===== src/rtl/aes_pkg.sv =====
// ============================================================================
// Module      : aes_pkg
// Description : Shared constants, instruction field offsets and width helpers
//               for the AES request path (aes_req_queue, aes_fsm).
// Revision    : 1.0 - initial release
// ============================================================================
`default_nettype none

package aes_pkg;

  // Default address width of each instruction field
  localparam int AES_ADDRW = 24;

  // Instruction field offsets at the default address width
  localparam int MODE_BIT = 3 * AES_ADDRW + 1;
  localparam int RSVD_BIT = 3 * AES_ADDRW;
  localparam int KEY_LSB  = 2 * AES_ADDRW;
  localparam int TEXT_LSB = AES_ADDRW;
  localparam int DEST_LSB = 0;

  // Requester identifiers shared with aes_fsm
  localparam logic [1:0] ACCEL_ID = 2'd0;
  localparam logic [1:0] MEM_ID   = 2'd1;

  // Full instruction width: three address fields plus mode and reserved bits
  function automatic int instr_width(input int addrw);
    return 3 * addrw + 2;
  endfunction

  // Number of host bytes needed to carry one instruction
  function automatic int nbytes(input int instrw);
    return (instrw + 7) / 8;
  endfunction

endpackage : aes_pkg

`default_nettype wire


===== src/rtl/aes_req_queue_if.sv =====
// ============================================================================
// Module      : aes_req_queue_if
// Description : Host byte stream and AES request handshake bundle for
//               aes_req_queue. master = host/consumer side, slave = queue.
// Revision    : 1.0 - initial release
// ============================================================================
`default_nettype none

interface aes_req_queue_if
  import aes_pkg::*;
#(
  parameter int ADDRW = AES_ADDRW,
  parameter int DEPTH = 4
);

  localparam int INSTRW = instr_width(ADDRW);
  localparam int CNTW   = $clog2(DEPTH) + 1;

  logic              in_valid;
  logic [7:0]        in_data;
  logic              in_ready;
  logic              flush;
  logic              req_valid;
  logic [INSTRW-1:0] req_data;
  logic              ready_req_in;
  logic [CNTW-1:0]   count;
  logic              partial;

  modport master (
    output in_valid, in_data, flush, ready_req_in,
    input  in_ready, req_valid, req_data, count, partial
  );

  modport slave (
    input  in_valid, in_data, flush, ready_req_in,
    output in_ready, req_valid, req_data, count, partial
  );

endinterface : aes_req_queue_if

`default_nettype wire


===== src/rtl/aes_req_queue_fifo.sv =====
// ============================================================================
// Module      : sync_fifo
// Description : Single-clock FIFO with registered storage, occupancy count
//               and a synchronous flush that overrides push/pop. The head
//               entry reads as zero while the FIFO is empty.
// Revision    : 1.0 - initial release
// ============================================================================
`default_nettype none

module sync_fifo #(
  parameter int WIDTH = 8,
  parameter int DEPTH = 4
) (
  input  logic                     clk,
  input  logic                     rst_n,
  input  logic                     flush,
  input  logic                     push,
  input  logic [WIDTH-1:0]         wr_data,
  input  logic                     pop,
  output logic [WIDTH-1:0]         rd_data,
  output logic                     full,
  output logic                     empty,
  output logic [$clog2(DEPTH):0]   count
);

  localparam int AW = $clog2(DEPTH);
  localparam logic [AW:0] c_full_count = (AW + 1)'(DEPTH);

  logic [WIDTH-1:0] r_mem [DEPTH];
  logic [AW-1:0]    r_wr_ptr;
  logic [AW-1:0]    r_rd_ptr;
  logic [AW:0]      r_count;
  logic             w_push;
  logic             w_pop;

  // Overflow/underflow protection: ignore push when full, pop when empty
  assign w_push = push && !full;
  assign w_pop  = pop && !empty;

  assign full    = (r_count == c_full_count);
  assign empty   = (r_count == '0);
  assign count   = r_count;
  assign rd_data = empty ? '0 : r_mem[r_rd_ptr];

  // Pointer and occupancy tracking; flush wins over a same-cycle push/pop
  always_ff @(posedge clk or negedge rst_n) begin
    if (!rst_n) begin
      r_wr_ptr <= '0;
      r_rd_ptr <= '0;
      r_count  <= '0;
    end else if (flush) begin
      r_wr_ptr <= '0;
      r_rd_ptr <= '0;
      r_count  <= '0;
    end else begin
      if (w_push) r_wr_ptr <= r_wr_ptr + 1'b1;
      if (w_pop)  r_rd_ptr <= r_rd_ptr + 1'b1;
      case ({w_push, w_pop})
        2'b10:   r_count <= r_count + 1'b1;
        2'b01:   r_count <= r_count - 1'b1;
        default: r_count <= r_count;
      endcase
    end
  end

  // Entry storage, written at the write pointer on an accepted push
  always_ff @(posedge clk or negedge rst_n) begin
    if (!rst_n) begin
      for (int i = 0; i < DEPTH; i++) r_mem[i] <= '0;
    end else if (w_push && !flush) begin
      r_mem[r_wr_ptr] <= wr_data;
    end
  end

endmodule : sync_fifo

`default_nettype wire


===== src/rtl/aes_req_queue.sv =====
// ============================================================================
// Module      : aes_req_queue
// Description : Upstream request stage for aes_fsm. Assembles MSB-first host
//               bytes into full AES instructions and queues them for the
//               valid/ready request handshake.
// Revision    : 1.0 - initial release
// ============================================================================
`default_nettype none

module aes_req_queue
  import aes_pkg::*;
#(
  parameter int ADDRW = AES_ADDRW,
  parameter int DEPTH = 4
) (
  input  logic            clk,
  input  logic            rst_n,
  aes_req_queue_if.slave  bus
);

  localparam int INSTRW = instr_width(ADDRW);
  localparam int NBYTES = nbytes(INSTRW);
  localparam int BCW    = $clog2(NBYTES);
  localparam logic [BCW-1:0] c_last_byte = BCW'(NBYTES - 1);

  // Holds every byte but the final one; the final byte completes the word.
  // Bits shifted out above INSTRW are the discarded top of the first byte.
  logic [INSTRW-9:0]          r_shift;
  logic [BCW-1:0]             r_byte_cnt;
  logic                       w_last;
  logic                       w_accept;
  logic                       w_push;
  logic                       w_pop;
  logic                       w_full;
  logic                       w_empty;
  logic [INSTRW-1:0]          w_instr;

  assign w_last   = (r_byte_cnt == c_last_byte);
  // in_ready only depends on state, never on ready_req_in
  assign bus.in_ready = !w_last || !w_full;
  assign w_accept = bus.in_valid && bus.in_ready && !bus.flush;
  assign w_push   = w_accept && w_last;
  assign w_pop    = bus.req_valid && bus.ready_req_in;
  assign w_instr  = {r_shift, bus.in_data};

  assign bus.partial   = (r_byte_cnt != '0);
  assign bus.req_valid = !w_empty;

  // Byte assembler: shift each accepted byte in, wrap after the last one
  always_ff @(posedge clk or negedge rst_n) begin
    if (!rst_n) begin
      r_shift    <= '0;
      r_byte_cnt <= '0;
    end else if (bus.flush) begin
      r_shift    <= '0;
      r_byte_cnt <= '0;
    end else if (w_accept) begin
      r_shift    <= {r_shift[INSTRW-17:0], bus.in_data};
      r_byte_cnt <= w_last ? '0 : r_byte_cnt + 1'b1;
    end
  end

  sync_fifo #(
    .WIDTH (INSTRW),
    .DEPTH (DEPTH)
  ) u_fifo (
    .clk     (clk),
    .rst_n   (rst_n),
    .flush   (bus.flush),
    .push    (w_push),
    .wr_data (w_instr),
    .pop     (w_pop),
    .rd_data (bus.req_data),
    .full    (w_full),
    .empty   (w_empty),
    .count   (bus.count)
  );

endmodule : aes_req_queue

`default_nettype wire


===== src/flat_wrapper.sv =====
// flat-port wrapper written by rule: the top's interface ports become plain ports
module aes_req_queue_flat import aes_pkg::*;
#(
  parameter int ADDRW = AES_ADDRW,
  parameter int DEPTH = 4
)
  (clk, rst_n, bus_in_valid, bus_in_data, bus_flush, bus_ready_req_in, bus_in_ready, bus_req_valid, bus_req_data, bus_count, bus_partial);
  aes_req_queue_if #(.ADDRW(ADDRW), .DEPTH(DEPTH)) bus_i ();
  input  logic clk;
  input  logic rst_n;
  input wire logic [$bits(bus_i.in_valid)-1:0] bus_in_valid;
  input wire logic [$bits(bus_i.in_data)-1:0] bus_in_data;
  input wire logic [$bits(bus_i.flush)-1:0] bus_flush;
  input wire logic [$bits(bus_i.ready_req_in)-1:0] bus_ready_req_in;
  output wire logic [$bits(bus_i.in_ready)-1:0] bus_in_ready;
  output wire logic [$bits(bus_i.req_valid)-1:0] bus_req_valid;
  output wire logic [$bits(bus_i.req_data)-1:0] bus_req_data;
  output wire logic [$bits(bus_i.count)-1:0] bus_count;
  output wire logic [$bits(bus_i.partial)-1:0] bus_partial;
  assign bus_i.in_valid = bus_in_valid;
  assign bus_i.in_data = bus_in_data;
  assign bus_i.flush = bus_flush;
  assign bus_i.ready_req_in = bus_ready_req_in;
  assign bus_in_ready = bus_i.in_ready;
  assign bus_req_valid = bus_i.req_valid;
  assign bus_req_data = bus_i.req_data;
  assign bus_count = bus_i.count;
  assign bus_partial = bus_i.partial;
  aes_req_queue #(.ADDRW(ADDRW), .DEPTH(DEPTH)) u_core (.clk(clk), .rst_n(rst_n), .bus(bus_i));
endmodule

===== config.mk =====
export PLATFORM = sky130hd
export DESIGN_NAME = aes_req_queue_flat
export DESIGN_NICKNAME = d
export VERILOG_FILES = /design/src/rtl/aes_pkg.sv /design/src/rtl/aes_req_queue_if.sv /design/src/rtl/aes_req_queue_fifo.sv /design/src/rtl/aes_req_queue.sv /design/src/flat_wrapper.sv
export SDC_FILE = /design/constraint.sdc
export NUM_CORES = 1
export LEC_CHECK = 0
export ABC_AREA = 0
export CORE_UTILIZATION = 60
export DETAILED_ROUTE_END_ITERATION = 10
export DONT_BUFFER_PORTS = 1
export GPL_ROUTABILITY_DRIVEN = 0
export PLACE_DENSITY = 0.8
export SLEW_MARGIN = 15
export SYNTH_ARGS = -nofsm -noshare
export SYNTH_HDL_FRONTEND = slang
export SYNTH_SLANG_ARGS = --single-unit

===== constraint.sdc =====
create_clock -name clk -period 7.3 [get_ports clk]
set_clock_uncertainty 0.15 [all_clocks]
set_input_delay 1.46 -clock clk [delete_from_list [all_inputs] [get_ports clk]]
set_output_delay 1.46 -clock clk [all_outputs]
set_load 0.03 [all_outputs]

==> flow_summary.toml <==
[setup_path]
path_cells = "or3_2 -> buf_4 -> and2_1"
path_max_fanout = 39
cp_top_family = "simple AND/OR/NAND/NOR gates"
criticalPathCategory = "reg2out"
crit_start = "u_core.u_fifo.count[1]$_DFFE_PN0P_"
slowest_stage = "dfrtp_1"
critPathArrivalTime_ns = 2.86
worst_ep_required_time_ns = 5.69
slowest_delay_ns = 0.79
cp-end-kind = "primary output"
worstReg2RegStart = "u_core.u_fifo.count[2]$_DFFE_PN0P_"
worst_setup_path_start_kind = "register"
crit_buf_inv = 1

[yosys]
synth_area_um2 = 17600
synth.ff_latch_count = 373
syn_avg_cell_area_um2 = 15.0
synth_cell_types = 42
synth_nets = 1187
ys_warn_count = 0
syn_inst = 1169
seq_area_frac_synth = 0.532

[layout]
area_growth_pct = 7.93
layout_commonest_cell = "dfrtp_1"
layout-drive-gt1-share = 0.390
postLayoutCellArea_um2 = 18900
fillerInstances = 1987
n_antenna_cell = 0
finalNetCount = 1154
mostFrequentLayoutCells = "dfrtp_1, mux2_4, nand2_1"

[floorplan]
initial_utilization = 0.610
core.rowCount = 62
dieArea_um2 = 29900
ios = 93
die_w_um = 173
fp.coreArea_um2 = 28800
die_h_um = 173

[global_route]
grt_usage = 0.247
grt_max_degree = 374
grt-ovfl-total = 0
grt_pass1_wl_um = 58300
grt_pass1_vias = 10300
antenna_found_initial = 0

[sta]
hold_viol = 0
timing.final.crit_period_ns = 4.47
clock.fmax_mhz = 224
relSlewSlack = 0.166
fin_crit_sh = 0.612
rsz0062_at_grt = "false"
slew_violations = 0
finalSetupViolCount = 0
holdWs_ns = 0.349
worst_pin_slew_ns = 1.25
setup_tns_ns = 0

[detailed_routing]
wl_um = 35500
ant_nets = 0
drt_iter0_drc = 771
drt-pass1-iter-count = 5
drc = 0
wl_per_cell_um = 22.9
vias = 9405
vias_per_cell = 6.07

[pwr]
power.density_nw_per_um2 = 220
p_leak_nw = 9.48
p_total_mw = 4.16
vdd.ir_drop.worst_v = 0.000175

[place]
placed_area_um2 = 17600
hpwlAfterDp_um = 19500
numPortBuffers = 0

[clock_network]
cts_buffer_depth = 3
cts_root_buf = "clkbuf_16"
htree_levels = 2
cts_num_sinks = 373
post-cts-setup-buffers = 0
cts_resized = 0
numCtsBuffers = 38
cts_tree = "done"
insertion_delay_ns = 0.53
cts.hold.buffers_added = 0
clk_pin_slew_worst_paths_ns = 0.06

[outcome]
outcome = "finished, final reports clean"

[min_path]
worstHoldStart = "u_core.u_fifo.r_mem[7]$_DFFE_PN0P_"
hold_path.class = "reg2reg"

[run]
max_cap_violations = 0
==> final cells by class <==
cell class / count / area [um^2] / area share
clock buffer: 53 / 1110 / 0.0586
clock inverter: 16 / 210 / 0.0111
tap: 384 / 480 / 0.0254
timing repair buffer: 10 / 75.1 / 0.00396
multi-input combinational: 709 / 7710 / 0.407
sequential: 373 / 9340 / 0.493
inverter: 4 / 15.0 / 0.000792
==> logic make-up (layout without fill, tap and decap cells) <==
family | Yosys count | count (layout) | synth area share
DFF | 373 | 373 | 0.532
muxes | 372 | 372 | 0.337
and+or+nand+nor | 243 | 243 | 0.0675
buffers and inverters | 87 | 83 | 0.0309
AOI/OAI and AO/OA | 82 | 82 | 0.0251
xor gates and xnor gates | 7 | 7 | 0.00349
adders and majority gates | 5 | 5 | 0.00399
==> report_power, final <==
| group | internal [mW] | switching, mW | total, mW | leakage (nW) |
|---|---|---|---|---|
| clock network | 1.24 | 0.806 | 2.05 | 0.650 |
| registers | 2.07 | 0.0111 | 2.08 | 5.20 |
| logic | 0.00800 | 0.0218 | 0.0298 | 3.63 |
| total | 3.32 | 0.839 | 4.16 | 9.48 |
==> state kept, by name (all words and copies together) (netlist names) <==
register	flops
u_core.u_fifo.r_wr_ptr	2
u_core.u_fifo.r_rd_ptr	2
u_core.r_byte_cnt	4
u_core.u_fifo.count	3
u_core.u_fifo.r_mem	296
u_core.r_shift	66
==> through the flow <==
stage / setup WS (ns) / utilization / cells
2_1_floorplan: 3.26 / - / 1169
3_3_place_gp: 2.98 / 0.612 / 1480
3_5_place_dp: 2.88 / 0.612 / 1480
4_1_cts: 2.75 / 0.658 / 1549
5_1_grt: 2.62 / 0.658 / 1549
6_report: 2.83 / 0.658 / 1549
==> Yosys cell counts <==
master | count | area share
or4b_2 | 1 | 0.00057
nand3_1 | 5 | 0.0014
ha_1 | 4 | 0.0029
mux2_4 | 240 | 0.21
xnor2_1 | 3 | 0.0015
buf_2 | 17 | 0.0048
dfrtp_1 | 373 | 0.53
buf_4 | 4 | 0.0017
nand2_1 | 135 | 0.029
a211oi_1 | 2 | 0.00085
fa_1 | 1 | 0.0011
and2_1 | 74 | 0.026
or4_1 | 1 | 0.00043
o22ai_1 | 1 | 0.00036
a22oi_1 | 1 | 0.00043
buf_1 | 2 | 0.00043
nand2_2 | 4 | 0.0014
mux4_2 | 74 | 0.095
buf_6 | 24 | 0.015
nand2b_1 | 2 | 0.00071
a211o_1 | 1 | 0.00050
a31o_2 | 1 | 0.00050
xor2_1 | 4 | 0.0020
o21a_1 | 1 | 0.00043
mux2_2 | 57 | 0.037
o31ai_1 | 1 | 0.00043
a41oi_1 | 1 | 0.00050
nor3b_4 | 1 | 0.0011
nor3b_1 | 2 | 0.00085
nor2b_1 | 1 | 0.00036
nor3_1 | 2 | 0.00057
or3_1 | 2 | 0.00071
nor4b_4 | 1 | 0.0014
inv_1 | 4 | 0.00085
o21ai_0 | 1 | 0.00028
a21oi_1 | 70 | 0.020
clkbuf_1 | 36 | 0.0077
o311ai_0 | 1 | 0.00050
a31oi_1 | 1 | 0.00036
mux2i_1 | 1 | 0.00057
nor2_1 | 11 | 0.0024
nand3b_1 | 1 | 0.00043
==> per-layer routing <==
metal  global-route usage  vias to the layer above  part of all wire
li1                     -                     4067                 -
met1                0.358                     5067              0.45
met2                0.392                      214              0.48
met3               0.0400                       57             0.045
met4               0.0675                        0             0.020
met5                    0                        -                 0
==> path summary, 6_finish.rpt <==
| kind | endpoint | slack, ns | depth (start not counted) |
|---|---|---|---|
| worst max-delay path | bus_req_data[48] | 2.83 | 3 |
| worst min-delay path | u_core.u_fifo.r_mem[7]$_DFFE_PN0P_ | 0.35 | 1 |
| worst max register to register | u_core.u_fifo.r_mem[77]$_DFFE_PN0P_ | 3.30 | 5 |
| max in group asynchronous | u_core.u_fifo.r_mem[207]$_DFFE_PN0P_ | 5.51 | 0 |
| worst min register to register | u_core.u_fifo.r_mem[7]$_DFFE_PN0P_ | 0.35 | 1 |
| min in group asynchronous | u_core.u_fifo.r_mem[290]$_DFFE_PN0P_ | 0.47 | 0 |
Note: power is estimated with default switching activity, not from simulation.
